===== src/rtl/sseg_scan_driver.sv =====
// Time-multiplexed scan driver for a multi-digit 7-segment display.
// Double-buffered digit codes, leading-zero blanking and an anti-ghosting guard at the start of each dwell.
module sseg_scan_driver #(
    parameter int DIGITS   = 4,
    parameter int PRESCALE = 50000,
    parameter int GUARD    = 2
) (
    input  logic                  clk,
    input  logic                  reset,
    input  logic                  load,
    input  logic [4*DIGITS-1:0]   value,
    input  logic [DIGITS-1:0]     dp_in,
    input  logic                  lz_blank,
    output logic [3:0]            hex,
    output logic [DIGITS-1:0]     dig_sel,
    output logic                  dp,
    output logic                  pending,
    output logic                  frame_done
);

    localparam int IDX_W = (DIGITS > 1) ? $clog2(DIGITS) : 1;
    localparam int CNT_W = $clog2(PRESCALE);
    localparam logic [CNT_W-1:0]  CNT_LAST = CNT_W'(PRESCALE - 1);
    localparam logic [IDX_W-1:0]  IDX_LAST = IDX_W'(DIGITS - 1);
    localparam logic [DIGITS-1:0] RST_SEL  = (GUARD > 0) ? '0 : DIGITS'(1);

    logic [CNT_W-1:0]    cnt;
    logic [IDX_W-1:0]    idx;
    logic [4*DIGITS-1:0] act_val;
    logic [DIGITS-1:0]   act_dp;
    logic [4*DIGITS-1:0] pend_val;
    logic [DIGITS-1:0]   pend_dp;

    logic                tick;
    logic                boundary;
    logic                swap;
    logic [CNT_W-1:0]    cnt_nxt;
    logic [IDX_W-1:0]    idx_nxt;
    logic [4*DIGITS-1:0] act_val_nxt;
    logic [DIGITS-1:0]   act_dp_nxt;
    logic [DIGITS-1:0]   blank;
    logic                zero_run;
    logic [3:0]          hex_nxt;
    logic                dp_nxt;
    logic [DIGITS-1:0]   sel_nxt;

    always_comb begin
        tick        = (cnt == CNT_LAST);
        boundary    = tick && (idx == IDX_LAST);
        cnt_nxt     = tick ? '0 : cnt + 1'b1;
        idx_nxt     = idx;
        if (tick)
            idx_nxt = (idx == IDX_LAST) ? '0 : idx + 1'b1;
        act_val_nxt = act_val;
        act_dp_nxt  = act_dp;
        swap        = 1'b0;
        // A load on the boundary itself bypasses the pending buffer.
        if (boundary) begin
            if (load) begin
                act_val_nxt = value;
                act_dp_nxt  = dp_in;
                swap        = 1'b1;
            end else if (pending) begin
                act_val_nxt = pend_val;
                act_dp_nxt  = pend_dp;
                swap        = 1'b1;
            end
        end
    end

    // Outputs are computed from next-state values so they change exactly one clock after tick.
    always_comb begin
        zero_run = 1'b1;
        blank    = '0;
        for (int j = DIGITS - 1; j >= 0; j--) begin
            zero_run = zero_run && (act_val_nxt[4*j +: 4] == 4'h0);
            if (j > 0)
                blank[j] = zero_run;
        end
        hex_nxt = act_val_nxt[4*idx_nxt +: 4];
        if (lz_blank && blank[idx_nxt])
            hex_nxt = 4'hF;
        dp_nxt  = act_dp_nxt[idx_nxt];
        sel_nxt = (int'(cnt_nxt) < GUARD) ? '0 : (DIGITS'(1) << idx_nxt);
    end

    always_ff @(posedge clk) begin
        if (reset) begin
            cnt        <= '0;
            idx        <= '0;
            act_val    <= {DIGITS{4'hF}};
            act_dp     <= '0;
            pend_val   <= '0;
            pend_dp    <= '0;
            pending    <= 1'b0;
            frame_done <= 1'b0;
            hex        <= 4'hF;
            dp         <= 1'b0;
            dig_sel    <= RST_SEL;
        end else begin
            cnt        <= cnt_nxt;
            idx        <= idx_nxt;
            act_val    <= act_val_nxt;
            act_dp     <= act_dp_nxt;
            frame_done <= swap;
            if (boundary) begin
                pending <= 1'b0;
            end else if (load) begin
                pend_val <= value;
                pend_dp  <= dp_in;
                pending  <= 1'b1;
            end
            hex        <= hex_nxt;
            dp         <= dp_nxt;
            dig_sel    <= sel_nxt;
        end
    end

endmodule


===== config.mk =====
export PLATFORM = sky130hd
export DESIGN_NAME = sseg_scan_driver
export DESIGN_NICKNAME = d
export VERILOG_FILES = /design/src/rtl/sseg_scan_driver.sv
export SDC_FILE = /design/constraint.sdc
export NUM_CORES = 1
export LEC_CHECK = 0
export BUFFER_PORTS_ARGS = -buffer_cell sky130_fd_sc_hd__buf_2
export CELL_PAD_IN_SITES_DETAIL_PLACEMENT = 1
export CELL_PAD_IN_SITES_GLOBAL_PLACEMENT = 1
export CORE_MARGIN = 1
export CORE_UTILIZATION = 44
export CTS_BUF_LIST = sky130_fd_sc_hd__clkbuf_16
export DETAILED_ROUTE_END_ITERATION = 12
export PLACE_DENSITY = 0.89
export SLEW_MARGIN = 15
export SYNTH_ARGS = -nofsm -noshare
export SYNTH_HDL_FRONTEND = slang
export SYNTH_SLANG_ARGS = --single-unit

===== constraint.sdc =====
create_clock -name clk -period 3.8 [get_ports clk]
set_input_delay 0.19 -clock clk [delete_from_list [all_inputs] [get_ports clk]]
set_output_delay 0.19 -clock clk [all_outputs]
set_load 0.05 [all_outputs]

==> reports/results.tsv, run 1 <==
stage	metric	value	unit
final_layout	final.fill_count	911	
clock_tree	cts_tree	yes	
setup_path	cpMostUsedCell	or4_4	
setup_path	endpoint_kind	flop	
timing	worstMarginPinSlew	0.807	ns
global_route	antenna_found_initial	0	
setup_path	required	4.07	ns
clock_tree	clockBufferDepth	2	
setup_path	start_kind	flop	
floorplan	pin_count	35	
clock_tree	holdBufCountCts	0	
timing	rsz0062_at_grt	false	
synthesis	netlist_instances	415	
setup_path	crit_buf_inv	0	
routing	drt_iter0_drc	142	
floorplan	initial_core_util	0.463	
floorplan	core-area	7410	um2
setup_path	max_stage_delay	0.73	ns
clock_tree	numCtsBuffers	9	
timing	maxSlewHeadroom	0.462	
final_layout	insertedDiodeCount	0	
setup_path	arrival	3.40	ns
global_route	gr-total-overflow	0	
synthesis	yosysWarningCount	0	
timing	hold_viol	0	
timing	min_period	3.12	ns
placed_design	io_buffers	34	
global_route	grt_first_pass_wirelength	16100	um
placed_design	placed_cell_area	3610	um2
timing	finalMaxSlewViolations	0	
synthesis	netlist.area_leader.share	0.403	
floorplan	rows	31	
synthesis	synthFlopType	dfxtp_1	
setup_path	critPathKind	flop to flop	
timing	fin_setup_tns	0	ns
synthesis	syn_nets	442	
routing	ant_nets	0	
synthesis	synth-edff-count	0	
synthesis	synth_area_per_cell	8.26	um2
global_route	grt_max_degree	43	
final_layout	postLayoutCoreUtil	0.522	
synthesis	ys_seq_area_frac	0.403	
routing	drcViolationCount	0	
clock_tree	cts_sinks	69	
global_route	first_global_vias	3264	
placed_design	dpl.hpwl	6560	um
synthesis	ys_top_cells_by_area	dfxtp_1 40%, nand2_1 7.0%, nand3_1 5.1%	
final_layout	final_area	3870	um2
setup_path	worstPathMaxFanout	19	
synthesis	ys_ff_latch	69	
clock_tree	clk_pin_slew	0.06	ns
synthesis	synth-async-reset-ratio	0	
routing	avgViaCountPerCell	5.86	
floorplan	die_height	90.3	um
timing	finalCritPeriodShare	0.822	
floorplan	die_width	90.3	um
synthesis	yosysUniqueCellTypes	52	
power	p_leak	0.00150	uW
synthesis	netlist_area	3430	um2
final_layout	multi_input_area	1890	um2
final_layout	regArea	1380	um2
final_layout	syn2layout_area_growth	12.9	%
floorplan	dieArea	8150	um2
clock_tree	cts_max_level	3	
power	power.total	1610	uW
synthesis	yosysTopAreaCell	dfxtp_1	
power	peakVddDrop	0.200	mV
timing	max_clock_freq	0.320	GHz
clock_tree	cts_setup_buffers	0	
placed_design	place.gp.congestion	0.842	
setup_path	critPathTopFamily	simple AND/OR/NAND/NOR gates	
setup_path	path_cells	or4_4 -> or4_1 -> mux2i_4 -> a2bb2oi_1 -> or4_4 -> a21oi_2 -> or2_1	
final_layout	layout.nets	459	
final_layout	drive_above_1_share	0.151	
min_path	holdCritPathClass	primary input to flop	
job	drv_cap	0	
routing	wl_per_cell	18.3	um
power	power_density	416	nW/um2
clock_tree	clk_latency	0.33	ns
timing	setup_viol	0	
clock_tree	cts_root_buffer	clkbuf_16	
global_route	grt_usage	0.251	
setup_path	crit_path_top_delay_cell	or4_1	
routing	vias	3141	
clock_tree	cts_resized	0	
routing	routed_wl	9820	um
routing	first_pass_iters	4	
status	status	complete, no violations	
timing	fin_skew	0.00652	ns
## report_power, final
part	internal, uW	switching [uW]
registers	740	19.0
clock network	431	306
logic	38.1	75.1
## cells in the mapped netlist, drive strengths merged, types with 2 or more instances
master,count
nand4,7
a32oi,14
o21a,2
and2,10
mux2i,16
mux2,3
xnor2,7
or2,4
clkbuf,21
o41ai,2
nor3b,2
o221a,2
o21ai,14
nor4,5
and3,4
ha,3
xor2,8
nor3,6
dfxtp,69
nor2,39
a31oi,6
or4,5
nand2,65
nand4b,2
and4,2
nand3,35
o22a,2
inv,7
a21oi,27
o22ai,4
buf,10
## cell type report
| class | count | area share |
|---|---|---|
| Clock buffer | 9 | 0.0582 |
| Sequential cell | 69 | 0.357 |
| Timing Repair Buffer | 37 | 0.0498 |
| Multi-Input combinational cell | 308 | 0.487 |
| Clock inverter | 7 | 0.00873 |
| Tap cell | 99 | 0.0320 |
| Inverter | 7 | 0.00679 |
## layout by cell type, fill, tap and decap left out, types with 4 or more instances in the layout
master / n
dfxtp_1: 69
nand2_1: 64
nor2_1: 39
nand3_1: 35
buf_2: 34
a21oi_1: 25
a32oi_1: 14
mux2i_1: 14
o21ai_0: 13
and2_1: 10
clkbuf_16: 9
inv_1: 8
xor2_1: 8
nand4_1: 7
xnor2_1: 7
a31oi_1: 6
nor3_1: 6
o22ai_1: 4
and3_1: 4
nor4_1: 4
or2_1: 4
## kinds of logic after synthesis
group | after synthesis | share of synthesized area
simple gates | 191 | 0.273
xor+xnor | 15 | 0.0383
mux | 20 | 0.0705
compound gates | 79 | 0.155
fa+ha+maj | 3 | 0.0110
flops | 69 | 0.403
buf+inv | 38 | 0.0493
## flip-flops by register name, indices dropped and copies added, names as in the netlist
name	cells
dp	1
frame_done	1
hex	4
dig_sel	4
pend_dp	4
pend_val	16
idx	2
act_dp	4
pending	1
cnt	16
act_val	16
## path summary, 6_finish.rpt
kind                            slack, ns           end  cells past startpoint         start
worst max-delay path                 0.68        hex[1]                      7        cnt[4]
worst min-delay path                 0.11   pend_val[1]                      3      value[1]
worst max register to register       0.68        hex[1]                      7        cnt[4]
worst min register to register       0.46  pend_val[13]                      2  pend_val[13]
## stage by stage
step / worst slack (ns) / hold slack [ns] / instances
global placement: 0.769 / 0.441 / 520
CTS: 0.690 / 0.0999 / 536
floorplan: 1.04 / 0.326 / 415
finish: 0.678 / 0.111 / 536
detailed placement: 0.724 / 0.451 / 520
global route: 0.572 / 0.122 / 536
## worst register-to-register path, delay by kind of cell (launching register included)
family           cells  cell delay, ns
AND/OR/NAND/NOR      4            1.95
flip-flops           1            0.37
multiplexers         1            0.37
AO/OA/AOI/OAI        2            0.38
## layer usage
layer	up-vias	track usage	part of all wire	wire length [um]
met3	18	0.0337	0.034	334
met4	0	0.130	0.022	219
met5	-	0	0	0
met1	1532	0.306	0.44	4330
li1	1523	-	-	-
met2	68	0.432	0.50	4940
Note: power is estimated with default switching activity, not from simulation.
==> inputs of run 2 (changes only) <==
--- a/config.mk
+++ b/config.mk
@@ -5,14 +5,15 @@
 export SDC_FILE = /design/constraint.sdc
 export NUM_CORES = 1
 export LEC_CHECK = 0
+export ABC_AREA = 1
 export BUFFER_PORTS_ARGS = -buffer_cell sky130_fd_sc_hd__buf_2
 export CELL_PAD_IN_SITES_DETAIL_PLACEMENT = 1
 export CELL_PAD_IN_SITES_GLOBAL_PLACEMENT = 1
 export CORE_MARGIN = 1
-export CORE_UTILIZATION = 44
+export CORE_UTILIZATION = 42
 export CTS_BUF_LIST = sky130_fd_sc_hd__clkbuf_16
 export DETAILED_ROUTE_END_ITERATION = 12
-export PLACE_DENSITY = 0.89
+export PLACE_DENSITY = 0.9
 export SLEW_MARGIN = 15
 export SYNTH_ARGS = -nofsm -noshare
 export SYNTH_HDL_FRONTEND = slang
==> constraint.sdc (replaced) <==
create_clock -name clk -period 3.27 [get_ports clk]
set_input_delay 0.1635 -clock clk [delete_from_list [all_inputs] [get_ports clk]]
set_output_delay 0.1635 -clock clk [all_outputs]
set_load 0.05 [all_outputs]
==> reports/results.tsv, run 2 <==
stage	metric	value	unit
status	status	complete, no violations	
placed_design	io_buffers	34	
timing	worstMarginPinSlew	1.11	ns
timing	fin_setup_tns	0	ns
timing	fin_skew	0.00639	ns
job	drv_cap	0	
synthesis	yosysUniqueCellTypes	37	
clock_tree	holdBufCountCts	0	
power	switching_share	0.245	
final_layout	largest_registers	act_val x16, cnt x16, pend_val x16	
final_layout	layout.nets	595	
floorplan	pin_count	35	
global_route	grt_first_pass_wirelength	17600	um
timing	maxSlewHeadroom	0.257	
floorplan	die_width	93.7	um
power	p_leak	0.00188	uW
setup_path	endpoint_kind	flop	
final_layout	stdcell_count	678	
clock_tree	numCtsBuffers	9	
clock_tree	clockBufferDepth	2	
timing	max_clock_freq	0.397	GHz
power	peakVddDrop	0.265	mV
synthesis	synth-async-reset-ratio	0	
power	p_comb_frac	0.072	
final_layout	final.fill_count	1113	
synthesis	netlist_instances	538	
global_route	antenna_found_initial	0	
timing	hold_viol	0	
floorplan	die_height	93.7	um
synthesis	yosysTopAreaCell	dfxtp_1	
clock_tree	clk_latency	0.33	ns
routing	first_pass_iters	4	
routing	routed_wl	10500	um
synthesis	synth_common_cells	165 x nand2_1, 101 x nor2_1, 69 x dfxtp_1, 47 x nand3_1, 38 x inv_1	
synthesis	syn_nets	565	
placed_design	dp_cells	662	
synthesis	synth.most_common_cell	nand2_1	
clock_tree	cts_max_level	3	
final_layout	mostFrequentLayoutCells	165 x nand2_1, 101 x nor2_1, 69 x dfxtp_1	
min_path	holdCritPathClass	primary input to flop	
routing	ant_nets	0	
routing	avgViaCountPerCell	5.25	
power	power_density	490	nW/um2
timing	rsz0062_at_grt	false	
synthesis	synth-edff-count	0	
routing	wl_per_cell	15.5	um
setup_path	start_kind	flop	
global_route	grt_max_degree	42	
final_layout	syn2layout_area_growth	14.4	%
timing	setup_viol	0	
clock_tree	cts_resized	0	
clock_tree	cts_tree	yes	
routing	drt_iter0_drc	112	
routing	vias	3559	
placed_design	dpl.hpwl	7540	um
floorplan	rows	33	
setup_path	worstPathMaxFanout	12	
timing	finalCritPeriodShare	0.771	
power	p_sw	485	uW
timing	min_period	2.52	ns
setup_path	required	3.44	ns
setup_path	arrival	2.69	ns
synthesis	netlist_area	3530	um2
final_layout	final_common_cell	nand2_1	
synthesis	synth_area_per_cell	6.57	um2
floorplan	dieArea	8790	um2
global_route	gr-total-overflow	0	
global_route	grt_usage	0.257	
synthesis	ys_top_cells_by_area	dfxtp_1 39%, nand2_1 18%, nor2_1 11%	
synthesis	netlist.area_leader.share	0.391	
power	power.internal	1500	uW
synthesis	synthFlopType	dfxtp_1	
clock_tree	cts_sinks	69	
global_route	first_global_vias	3771	
routing	drcViolationCount	0	
timing	finalMaxSlewViolations	0	
floorplan	initial_core_util	0.432	
floorplan	core-area	8180	um2
synthesis	yosysWarningCount	0	
synthesis	ys_ff_latch	69	
clock_tree	clk_pin_slew	0.06	ns
synthesis	ys_seq_area_frac	0.391	
placed_design	place.gp.congestion	0.832	
clock_tree	cts_root_buffer	clkbuf_16	
final_layout	drive_above_1_share	0.138	
final_layout	insertedDiodeCount	0	
clock_tree	cts_setup_buffers	0	
power	pwr-share-clk	0.484	
setup_path	critPathKind	flop to flop	
power	pwr-share-seq	0.444	
-- run 2: path summary, 6_finish.rpt --
path / startpoint / endpoint / slack, ns / depth (start not counted)
worst max-delay path: pending / hex[0] / 0.75 / 11
worst min-delay path: value[0] / pend_val[0] / 0.10 / 3
worst max register to register: pending / hex[0] / 0.75 / 11
worst min register to register: pend_val[14] / pend_val[14] / 0.46 / 2
-- run 2: layout make-up --
type,instances,area (um2),share of cell area
well taps,105,131,0.0325
inverters,44,165,0.0408
multi-input cells,409,1900,0.469
clock buffers,9,225,0.0557
flip-flops and latches,69,1380,0.342
repair buffers,35,178,0.0439
clock inverters,7,67.6,0.0167
-- run 2: power by group through the flow --
stage | Sequential [uW] | Combinational (uW) | Clock, uW
2_1_floorplan | 901 | 89.7 | 0
3_3_place_gp | 896 | 135 | 0
3_5_place_dp | 898 | 141 | 0
4_1_cts | 880 | 144 | 974
5_1_grt | 882 | 162 | 1000
6_report | 880 | 143 | 958
-- run 2: worst max-delay path: stages, from the launching register on --
cell and delay (ns):
dfxtp_1 0.59, clkinv_1 0.38, nor2_2 0.48, nand2_1 0.12, nand3_1 0.12, nand3_1 0.13, nand2_1 0.13, nor2_1 0.06
nand2_1 0.06, nand2_1 0.07, nand3_2 0.12, nand3_1 0.09
-- run 2: logic make-up after synthesis --
logic type,after synthesis,synth area share
compound gates,53,0.0903
xor+xnor,8,0.0198
fa+ha+maj,3,0.0106
buf+inv,60,0.0729
flops,69,0.391
simple gates,345,0.416
-- run 2: per-layer routing --
metal | vias to the layer above | track usage | part of all wire
met1 | 1699 | 0.294 | 0.43
met4 | 0 | 0.124 | 0.035
met2 | 67 | 0.457 | 0.51
li1 | 1759 | - | -
met3 | 34 | 0.0477 | 0.028
met5 | - | 0 | 0
-- run 2: per-stage QoR --
step | utilization | area, um2 | setup slack [ns] | hold WS (ns) | total power, uW
after detailed placement | 0.459 | 3750 | 0.937 | 0.444 | 1040
after global placement | 0.459 | 3750 | 1.11 | 0.427 | 1030
after global routing | 0.495 | 4040 | 0.555 | 0.124 | 2050
after CTS | 0.495 | 4040 | 0.770 | 0.0962 | 2000
final | 0.495 | 4040 | 0.748 | 0.103 | 1980
after floorplan | - | 3530 | 1.24 | 0.244 | 991
